## config.mk

```make
export PLATFORM = sky130hd
export DESIGN_NAME = jt89_mix_seq_flat
export DESIGN_NICKNAME = d
export VERILOG_FILES = /design/src/rtl/jt89_pkg.sv /design/src/rtl/jt89_mix_seq_if.sv /design/src/rtl/jt89_mix_div.sv /design/src/rtl/jt89_mix_seq.sv /design/src/flat_wrapper.sv
export SDC_FILE = /design/constraint.sdc
export NUM_CORES = 1
export LEC_CHECK = 0
export ABC_CLOCK_PERIOD_IN_PS = 2000
export CAP_MARGIN = 20
export CORE_ASPECT_RATIO = 1.2
export CORE_UTILIZATION = 37
export CTS_BUF_LIST = sky130_fd_sc_hd__clkbuf_16
export CTS_CLUSTER_DIAMETER = 50
export DETAILED_ROUTE_END_ITERATION = 10
export GPL_TIMING_DRIVEN = 0
export MAX_ROUTING_LAYER = met4
export PLACE_DENSITY = 0.73
export SYNTH_ARGS = -nofsm -noshare
export SYNTH_HDL_FRONTEND = slang
export SYNTH_SLANG_ARGS = --single-unit
```

## constraint.sdc

```tcl
create_clock -name clk -period 2 [get_ports clk]
set_input_delay 0.2 -clock clk [delete_from_list [all_inputs] [get_ports clk]]
set_output_delay 0.2 -clock clk [all_outputs]
set_load 0.005 [all_outputs]
```

## src/rtl/jt89_pkg.sv

```systemverilog
// Shared definitions for the JT89 mixer sequencer: FSM encodings and default sizing.
package jt89_pkg;

  typedef enum logic [1:0] {
    JT89_SEQ_IDLE  = 2'd0,
    JT89_SEQ_FLUSH = 2'd1,
    JT89_SEQ_RUN   = 2'd2
  } jt89_seq_e;

  localparam int JT89_BW       = 9;
  localparam int JT89_DIV      = 16;
  localparam int JT89_MUTE_CEN = 4;

  // Width of a down-counter that must hold values 0..max_val.
  function automatic int jt89_cnt_w(input int max_val);
    return (max_val < 1) ? 1 : $clog2(max_val + 1);
  endfunction

endpackage

```

## src/rtl/jt89_mix_seq_if.sv

```systemverilog
// Sample handoff from the sequencer to the board-level audio sink.
interface jt89_mix_seq_if #(
  parameter int W = 11
) ();

  logic [W-1:0] snd;
  logic         snd_valid;
  logic         snd_ready;

  modport master (output snd, output snd_valid, input snd_ready);
  modport slave  (input snd, input snd_valid, output snd_ready);

endinterface

```

## src/rtl/jt89_mix_div.sv

```systemverilog
// Interpolation phase counter; produces the 1/DIV comb enable and the period-end strobe.
module jt89_mix_div #(
  parameter int DIV = 16,
  localparam int PW = $clog2(DIV)
) (
  input  logic          clk,
  input  logic          rst,
  input  logic          clk_en,
  input  logic          hold,
  output logic [PW-1:0] phase,
  output logic          cen_16,
  output logic          last
);

  logic [PW-1:0] phase_q;
  logic [PW-1:0] phase_d;
  logic          at_last;

  assign at_last = (phase_q == PW'(DIV - 1));

  // Next phase: parked at 0 while held so a restart opens on a comb pulse.
  always_comb begin
    phase_d = phase_q;
    if (hold) begin
      phase_d = '0;
    end else if (clk_en) begin
      phase_d = at_last ? '0 : phase_q + 1'b1;
    end
  end

  // Phase register.
  always_ff @(posedge clk or posedge rst) begin
    if (rst) begin
      phase_q <= '0;
    end else begin
      phase_q <= phase_d;
    end
  end

  assign phase  = phase_q;
  assign cen_16 = clk_en & ~hold & (phase_q == '0);
  assign last   = clk_en & ~hold & at_last;

endmodule

```

## src/rtl/jt89_mix_seq.sv

```systemverilog
// JT89 mixer sequencer: mixer reset/clock gating, mute-then-flush start-up,
// and a single-entry output holding register with overrun detection.
//
// state | meaning
// IDLE  | mixer held in reset, no comb enables, no sample loads
// FLUSH | mixer running, output forced to zero for MUTE_CEN comb periods
// RUN   | mixer samples passed through to the sink
module jt89_mix_seq
  import jt89_pkg::*;
#(
  parameter int bw       = JT89_BW,
  parameter int DIV      = JT89_DIV,
  parameter int MUTE_CEN = JT89_MUTE_CEN
) (
  input  logic             clk,
  input  logic             rst,
  input  logic             clk_en,
  input  logic             enable,
  input  logic [bw+1:0]    sound_in,
  output logic             cen_16,
  output logic             mixer_rst,
  output logic             overrun,
  input  logic             clr_ovr,
  jt89_mix_seq_if.master   snd_if
);

  localparam int SW = bw + 2;
  localparam int PW = $clog2(DIV);
  localparam int FW = jt89_cnt_w(MUTE_CEN);

  jt89_seq_e     state_q, state_d;
  logic [FW-1:0] flush_q, flush_d;
  logic          mixer_rst_q, mixer_rst_d;
  logic [SW-1:0] snd_q, snd_d;
  logic          snd_valid_q, snd_valid_d;
  logic          overrun_q, overrun_d;

  logic [PW-1:0] phase_w;
  logic          cen_w;
  logic          last_w;
  logic          hold_w;
  logic          period_end;
  logic          load;
  logic          load_ok;
  logic          ovr_set;

  assign hold_w = (state_q == JT89_SEQ_IDLE);

  jt89_mix_div #(.DIV(DIV)) u_div (
    .clk    (clk),
    .rst    (rst),
    .clk_en (clk_en),
    .hold   (hold_w),
    .phase  (phase_w),
    .cen_16 (cen_w),
    .last   (last_w)
  );

  assign period_end = clk_en & (phase_w == PW'(DIV - 1));

  // Next-state logic for the FSM, flush counter and output register.
  always_comb begin
    state_d     = state_q;
    flush_d     = flush_q;
    snd_d       = snd_q;
    snd_valid_d = snd_valid_q;
    ovr_set     = 1'b0;
    load        = clk_en & ~hold_w;
    load_ok     = ~snd_valid_q | snd_if.snd_ready;

    case (state_q)
      JT89_SEQ_IDLE: begin
        if (enable) begin
          state_d = JT89_SEQ_FLUSH;
          flush_d = FW'(MUTE_CEN);
        end
      end
      JT89_SEQ_FLUSH: begin
        if (cen_w && flush_q != '0) begin
          flush_d = flush_q - 1'b1;
        end
        // Leave on the period boundary after the last counted comb pulse, so the
        // zero stretch is exactly MUTE_CEN whole periods.
        if (period_end && flush_q == '0) begin
          state_d = JT89_SEQ_RUN;
        end
      end
      JT89_SEQ_RUN: begin
        state_d = JT89_SEQ_RUN;
      end
      default: begin
        state_d = JT89_SEQ_IDLE;
      end
    endcase

    // Stop only at a period boundary so the comb never sees a partial period.
    if (last_w && !enable) begin
      state_d = JT89_SEQ_IDLE;
    end

    if (load) begin
      if (load_ok) begin
        snd_d       = (state_q == JT89_SEQ_RUN) ? sound_in : '0;
        snd_valid_d = 1'b1;
      end else begin
        ovr_set = 1'b1;
      end
    end else if (snd_valid_q && snd_if.snd_ready) begin
      snd_valid_d = 1'b0;
    end

    overrun_d   = (overrun_q & ~clr_ovr) | ovr_set;
    mixer_rst_d = (state_d == JT89_SEQ_IDLE);
  end

  // Sequencer registers; reset returns the mixer to its muted, held state.
  always_ff @(posedge clk or posedge rst) begin
    if (rst) begin
      state_q     <= JT89_SEQ_IDLE;
      flush_q     <= '0;
      mixer_rst_q <= 1'b1;
      snd_q       <= '0;
      snd_valid_q <= 1'b0;
      overrun_q   <= 1'b0;
    end else begin
      state_q     <= state_d;
      flush_q     <= flush_d;
      mixer_rst_q <= mixer_rst_d;
      snd_q       <= snd_d;
      snd_valid_q <= snd_valid_d;
      overrun_q   <= overrun_d;
    end
  end

  assign cen_16           = cen_w;
  assign mixer_rst        = mixer_rst_q;
  assign overrun          = overrun_q;
  assign snd_if.snd       = snd_q;
  assign snd_if.snd_valid = snd_valid_q;

endmodule

```

## src/flat_wrapper.sv

```systemverilog
// flat-port wrapper written by rule: the top's interface ports become plain ports
module jt89_mix_seq_flat import jt89_pkg::*;
#(
  parameter int bw       = JT89_BW,
  parameter int DIV      = JT89_DIV,
  parameter int MUTE_CEN = JT89_MUTE_CEN
)
  (clk, rst, clk_en, enable, sound_in, cen_16, mixer_rst, overrun, clr_ovr, snd_if_snd, snd_if_snd_valid, snd_if_snd_ready);
  jt89_mix_seq_if #(.W((11))) snd_if_i ();
  input  logic clk;
  input  logic rst;
  input  logic clk_en;
  input  logic enable;
  input  logic [bw+1:0] sound_in;
  output logic cen_16;
  output logic mixer_rst;
  output logic overrun;
  input  logic clr_ovr;
  output wire logic [$bits(snd_if_i.snd)-1:0] snd_if_snd;
  output wire logic [$bits(snd_if_i.snd_valid)-1:0] snd_if_snd_valid;
  input wire logic [$bits(snd_if_i.snd_ready)-1:0] snd_if_snd_ready;
  assign snd_if_snd = snd_if_i.snd;
  assign snd_if_snd_valid = snd_if_i.snd_valid;
  assign snd_if_i.snd_ready = snd_if_snd_ready;
  jt89_mix_seq #(.bw(bw), .DIV(DIV), .MUTE_CEN(MUTE_CEN)) u_core (.clk(clk), .rst(rst), .clk_en(clk_en), .enable(enable), .sound_in(sound_in), .cen_16(cen_16), .mixer_rst(mixer_rst), .overrun(overrun), .clr_ovr(clr_ovr), .snd_if(snd_if_i));
endmodule
```

==> Word-level counts from Yosys, hierarchy flattened <==
Cells that the tools add are included.
{ "classes": {"n_addsub": 2, "multipliers": 0, "div_mod_pow": 0, "magnitude_cmp": 0, "eq_ne": 6, "shifts": 0, "mux": 16, "n_bitwise": 10, "reduce_logical": 16} }
{ "op_table": {"columns": ["op", "n"], "rows": [
  ["$mux 4", 3],
  ["$mux 11", 1],
  ["$mux 2", 3],
  ["$mux 3", 2],
  ["$pmux 2 s3", 1],
  ["$pmux 3 s2", 1],
  ["$reduce_bool 2->1", 3],
  ["$and 1x1->1", 5],
  ["$mux 1", 5],
  ["$add 4x1->4 const B", 1],
  ["$eq 4x4->1 const B", 1],
  ["$logic_and 1x1->1", 4],
  ["$logic_not 2->1", 2],
  ["$logic_not 4->1", 1],
  ["$ne 2x2->1 const B", 2],
  ["$reduce_and 2->1", 2],
  ["$logic_not 3->1", 1],
  ["$not 1->1", 3],
  ["$reduce_and 3->1", 1],
  ["$reduce_bool 3->1", 1],
  ["$sub 3x1->3 const B", 1],
  ["$eq 2x1->1 const B", 1],
  ["$eq 2x2->1 const B", 1],
  ["$ne 2x1->1 const B", 1],
  ["2 further kinds", 3]
]} }
{ "word_totals": {"regBits": 23, "latch_bits": 0, "ram_bits": 0, "mem_bits_ro": 0, "elab_cells": 57, "memories": 0} }

==> Logic depth before layout (Yosys ltp) <==
{ "depth": {"word_depth": 7, "ltp_mapped": 5, "mapped_depth_nobuf": 5} }

==> Modules after synthesis <==
A second synthesis with hierarchy kept.
{ "unflattened": {"cells_unflattened": 115, "hier_area_um2": 1162.4} }
{ "by_module_without_submodules": {"columns": ["mod", "n_inst", "cells_each", "area_each_um2"], "rows": [
  ["jt89_mix_seq", 1, 90, 933.4],
  ["jt89_mix_div", 1, 25, 229.0]
]} }

==> Worst setup path after synthesis <==
Ideal clock, no wire load.
{ "synth_timing": {"path_kind": "register to register", "start": "reg u_core.u_div.phase_q[0], in the netlist u_core.u_div.phase[0]", "end": "reg u_core.flush_q[1]", "setup_ns": 0.128, "t_arrival_ns": 1.424, "t_required_ns": 1.872, "path_slack_ns": 0.449, "path_stages_with_launch": 6, "path_buffers": 0, "synth_period_minus_slack_ns": 1.551, "path_cell_list": "dfrtp_1 inv_1 ha_1 nor3b_1 a32o_1 mux2_1"} }
{ "synth_via": {"elab_chain_len": 5} }
{ "synth_rtl": {"columns": ["element", "line_no", "text"], "rows": [
  ["start: declaration", "jt89_mix_div.sv:15", "logic [PW-1:0] phase_q;"],
  ["start signal: assignment", "jt89_mix_div.sv:36", "phase_q <= phase_d;"],
  ["$logic_not 4->1", "jt89_mix_div.sv:41", "assign cen_16 = clk_en & ~hold & (phase_q == '0);"],
  ["$and 1x1->1", "jt89_mix_div.sv:41", null],
  ["$logic_and 1x1->1", "jt89_mix_seq.sv:79", "if (cen_w && flush_q != '0) begin"],
  ["$ne 2x1->1 (no source line)", null, null],
  ["$reduce_and 3->1 (no source line)", null, null],
  ["end signal: assignment", "jt89_mix_seq.sv:127", "flush_q <= flush_d;"],
  ["end: declaration", "jt89_mix_seq.sv:32", "logic [FW-1:0] flush_q, flush_d;"]
]} }
Every way passes these cells.
A chain may end at the register's enable or synchronous reset.

==> Final worst setup path <==
{ "layout_timing": {"start": "reg u_core.u_div.phase_q[0], in the netlist u_core.u_div.phase[0]", "end": "out cen_16"} }
{ "layout_via": {"elab_chain_len": 2} }
{ "layout_rtl": {"columns": ["element", "line_no", "text"], "rows": [
  ["$logic_not 4->1", "jt89_mix_div.sv:41", null],
  ["$and 1x1->1", "jt89_mix_div.sv:41", null],
  ["end: declaration", "flat_wrapper.sv:15", "output logic cen_16;"]
]} }
Every way passes these cells.

==> summary.txt <==
STA
  • Relative slew slack: 0.4342
  • Fin crit period: 1.583 ns
  • Fmax: 631.6 MHz
  • Hold Slack: 0.4241 ns
  • Fin Clk Skew: 0.001282 ns
  • Pins Over Slew Limit: 0
  • Final TNS setup: 0 ns
  • Final Cycle Share: 0.7916
  • Setup Viol. Count Final: 0
  • PnR worst setup slack: 0.4168 ns
  • Pin slew with the least headroom to its limit: 0.8478 ns
  • RSZ-0062 raised after global routing: no
  • Final hold violation count: 0

Setup path
  • Critical path arrival: 1.38 ns
  • Crit path kind: reg2out
  • Worst Path Buf+Inv: 2
  • Crit path cell chain: inv_1 -> ha_1 -> nor3b_4 -> and3b_1 -> dlymetal6s2s_1
  • Worst-path fanout max: 3
  • CP delay by family, top: simple AND/OR/NAND/NOR gates
  • Reg2reg setup slack: 0.46 ns
  • Max incr delay on CP: 0.37 ns
  • Crit-path slowest cell: dfrtp_1
  • Crit start category: flip-flop
  • Worst Setup End Kind: primary output
  • CP required: 1.80 ns

Finish
  • Area growth syn-to-layout: 41.00%
  • # fillers: 247
  • Antenna diode count: 0
  • Non-filler cells, final: 189
  • Final nets: 177
  • Share of post-route cells with drive strength above 1: 0.1032

Route
  • Iteration-0 DRC Markers: 14
  • DRT Pass-1 Iters: 4
  • Vias: 928
  • # DRC: 0
  • Total wire length: 2300 um
  • DR WL/cell: 12.17 um
  • Number of vias per cell: 4.910
  • Remaining antenna violation count: 0

CTS
  • Clock slew at reported path FFs: 0.06 ns
  • Clk Latency, worst-skew pair: 0.25 ns
  • Clock sink count: 23
  • CTS Hold Bufs: 0
  • Clock Tree Buf Depth: 2
  • H-tree Lvls: 1
  • CTS tree: built
  • CTS root buf: clkbuf_16
  • Total CTS buffers: 3

Run status
  • Status: complete, no violations

Synthesis
  • Syn avg cell area: 9.860 sq um
  • Synth Area in Adders: 0.04338
  • Register area share after synthesis: 0.5000
  • Synth Register Bits: 23
  • Netlist cell types: 30
  • Yosys top cell area share: 0.4772
  • Mux share of post-synthesis cell area: 0.1139
  • Count of warnings emitted by yosys: 0
  • Async SR Flop Fraction: 1.000
  • Compound-Gate Fraction of Synth Area: 0.08134
  • Largest family of logic cells by synthesized area: simple AND/OR/NAND/NOR gates
  • Count leader, synth: dfrtp_1
  • Yosys top cell by area: dfrtp_1
  • Post-synth top flop: dfrtp_1
  • Post-synthesis simple-gate area fraction: 0.1692
  • Most frequent cells after synthesis: 22 x dfrtp_1, 19 x inv_1, 14 x nand2_1
  • Syn nets: 138
  • Synth Area in XOR/XNOR: 0.007592
  • Cells after Synth: 117
  • Number of flops mapped to enable cells by yosys: 0
  • Synthesized area: 1154 sq um
  • Synth area leaders: dfrtp_1 48%, mux2i_1 10%, inv_1 6.2%, nand2_1 4.6%, ha_1 4.3%

GRT
  • Antenna violations before repair: 0
  • Global-route wire length before repair: 3726 um
  • Vias in the first global route: 890
  • Total congestion overflow: 0
  • Global Route Usage Sum: 0.1546
  • Pin count of the biggest net entering global routing: 24

Floorplanning
  • Initial core utilization: 0.4028
  • Row Count: 21
  • Die Height: 63.17 um
  • Die area: 3346 sq um
  • Core Box Area: 2864 sq um
  • Die W: 52.97 um
  • I/O pin total: 32

Placement
  • Inst Count DP: 182
  • Routability cong.: 0.8131
  • Setup WS pre-CTS: 0.1595 ns
  • I/O Buffers: 31
  • DPL Wire Length: 1752 um

Power and ir drop
  • Leak: 0.7387 nW
  • Clock Power Share: 0.263
  • VDD IR-drop max: 0.0006562 V
  • Power Dens Cells: 976.8 nW/um^2
  • Switch share: 0.3061
  • Gate power share: 0.354
  • Seq pwr share: 0.383
  • Switching power: 0.4863 mW
  • P_int: 1.103 mW

Job
  • Max_cap viols: 0

Hold path
  • Min-delay worst type: in2async
==> timing repair <==
action | CTS | global route
setup buffers | 1 | 2
setup endpoints to repair | 1 | 1
pin swaps | 0 | 1
resized for setup | 2 | 3
==> per-layer routing <==
| metal | wire, um | global-route usage | vias up |
|---|---|---|---|
| li1 | - | - | 463 |
| met1 | 1006 | 0.1818 | 433 |
| met2 | 1137 | 0.2579 | 28 |
| met3 | 124 | 0.02415 | 4 |
| met4 | 31 | 0.05921 | 0 |
| met5 | 0 | - | - |
==> path summary, 6_finish.rpt <==
path,endpoint,startpoint,cells after the start
worst min-delay path,u_core.snd_if.snd[0]$_DFFE_PP0P_,rst,2
max in group asynchronous,u_core.u_div.phase[1]$_DFFE_PP0P_,rst,2
worst max-delay path,cen_16,u_core.u_div.phase[0]$_DFFE_PP0P_,5
min in group clk,u_core.flush_q[1]$_DFFE_PP0P_,u_core.flush_q[1]$_DFFE_PP0P_,1
worst min register to register,u_core.flush_q[1]$_DFFE_PP0P_,u_core.flush_q[1]$_DFFE_PP0P_,1
worst max register to register,u_core.flush_q[1]$_DFFE_PP0P_,u_core.u_div.phase[0]$_DFFE_PP0P_,5
==> metrics by stage <==
stage	power [mW]	instance area, sq um	util
2_1_floorplan	0.9595	1154	-
3_3_place_gp	1.077	1506	0.5260
3_5_place_dp	1.107	1506	0.5260
4_1_cts	1.574	1605	0.5605
5_1_grt	1.717	1627	0.5679
6_report	1.589	1627	0.5679
==> cell type report <==
class | instances | area, sq um | area share
plain buffers | 5 | 26.28 | 0.01615
clock buffers | 3 | 75.07 | 0.04615
clock inverters | 1 | 5.005 | 0.003077
inverters | 19 | 71.32 | 0.04385
multi-input cells | 70 | 493.0 | 0.3031
flip-flops and latches | 23 | 578.1 | 0.3554
well taps | 34 | 42.54 | 0.02615
repair buffers | 34 | 335.3 | 0.2062
==> power by group through the flow <==
stage	clock network, mW	logic, mW	registers [mW]
final	0.418	0.562	0.609
after global routing	0.460	0.635	0.622
after CTS	0.435	0.526	0.613
after detailed placement	0	0.483	0.623
after global placement	0	0.460	0.617
after floorplan	0	0.350	0.610
==> cell families after synthesis <==
logic type | after synthesis
AOI/OAI and AO/OA | 14
xor gates and xnor gates | 1
adders and majority gates | 4
buffers and inverters | 24
DFF | 23
muxes | 13
and+or+nand+nor | 38
==> flip-flops by register name (all words and copies together), names as in the netlist <==
name,count
u_core.snd_if.snd_valid,1
u_core.overrun,1
u_core.mixer_rst,1
u_core.u_div.phase,4
u_core.snd_if.snd,11
u_core.state_q,2
u_core.flush_q,3
==> layout by cell type (no fill, tap or decap), types with 2 or more instances in the layout <==
cell	synthesis	layout
clkdlybuf4s50_1	0	30
nand4_1	3	3
clkbuf_16	0	3
a21oi_1	3	3
o21ai_0	2	2
inv_1	19	19
and3b_1	2	2
buf_4	1	4
o21ai_1	3	3
buf_2	3	3
dfrtp_1	22	21
nand3_1	3	3
ha_1	4	4
nand2_1	14	14
nor2b_1	3	3
nand2b_1	4	4
nor2_1	5	4
mux2i_1	12	12
Note: power is estimated with default switching activity, not from simulation.
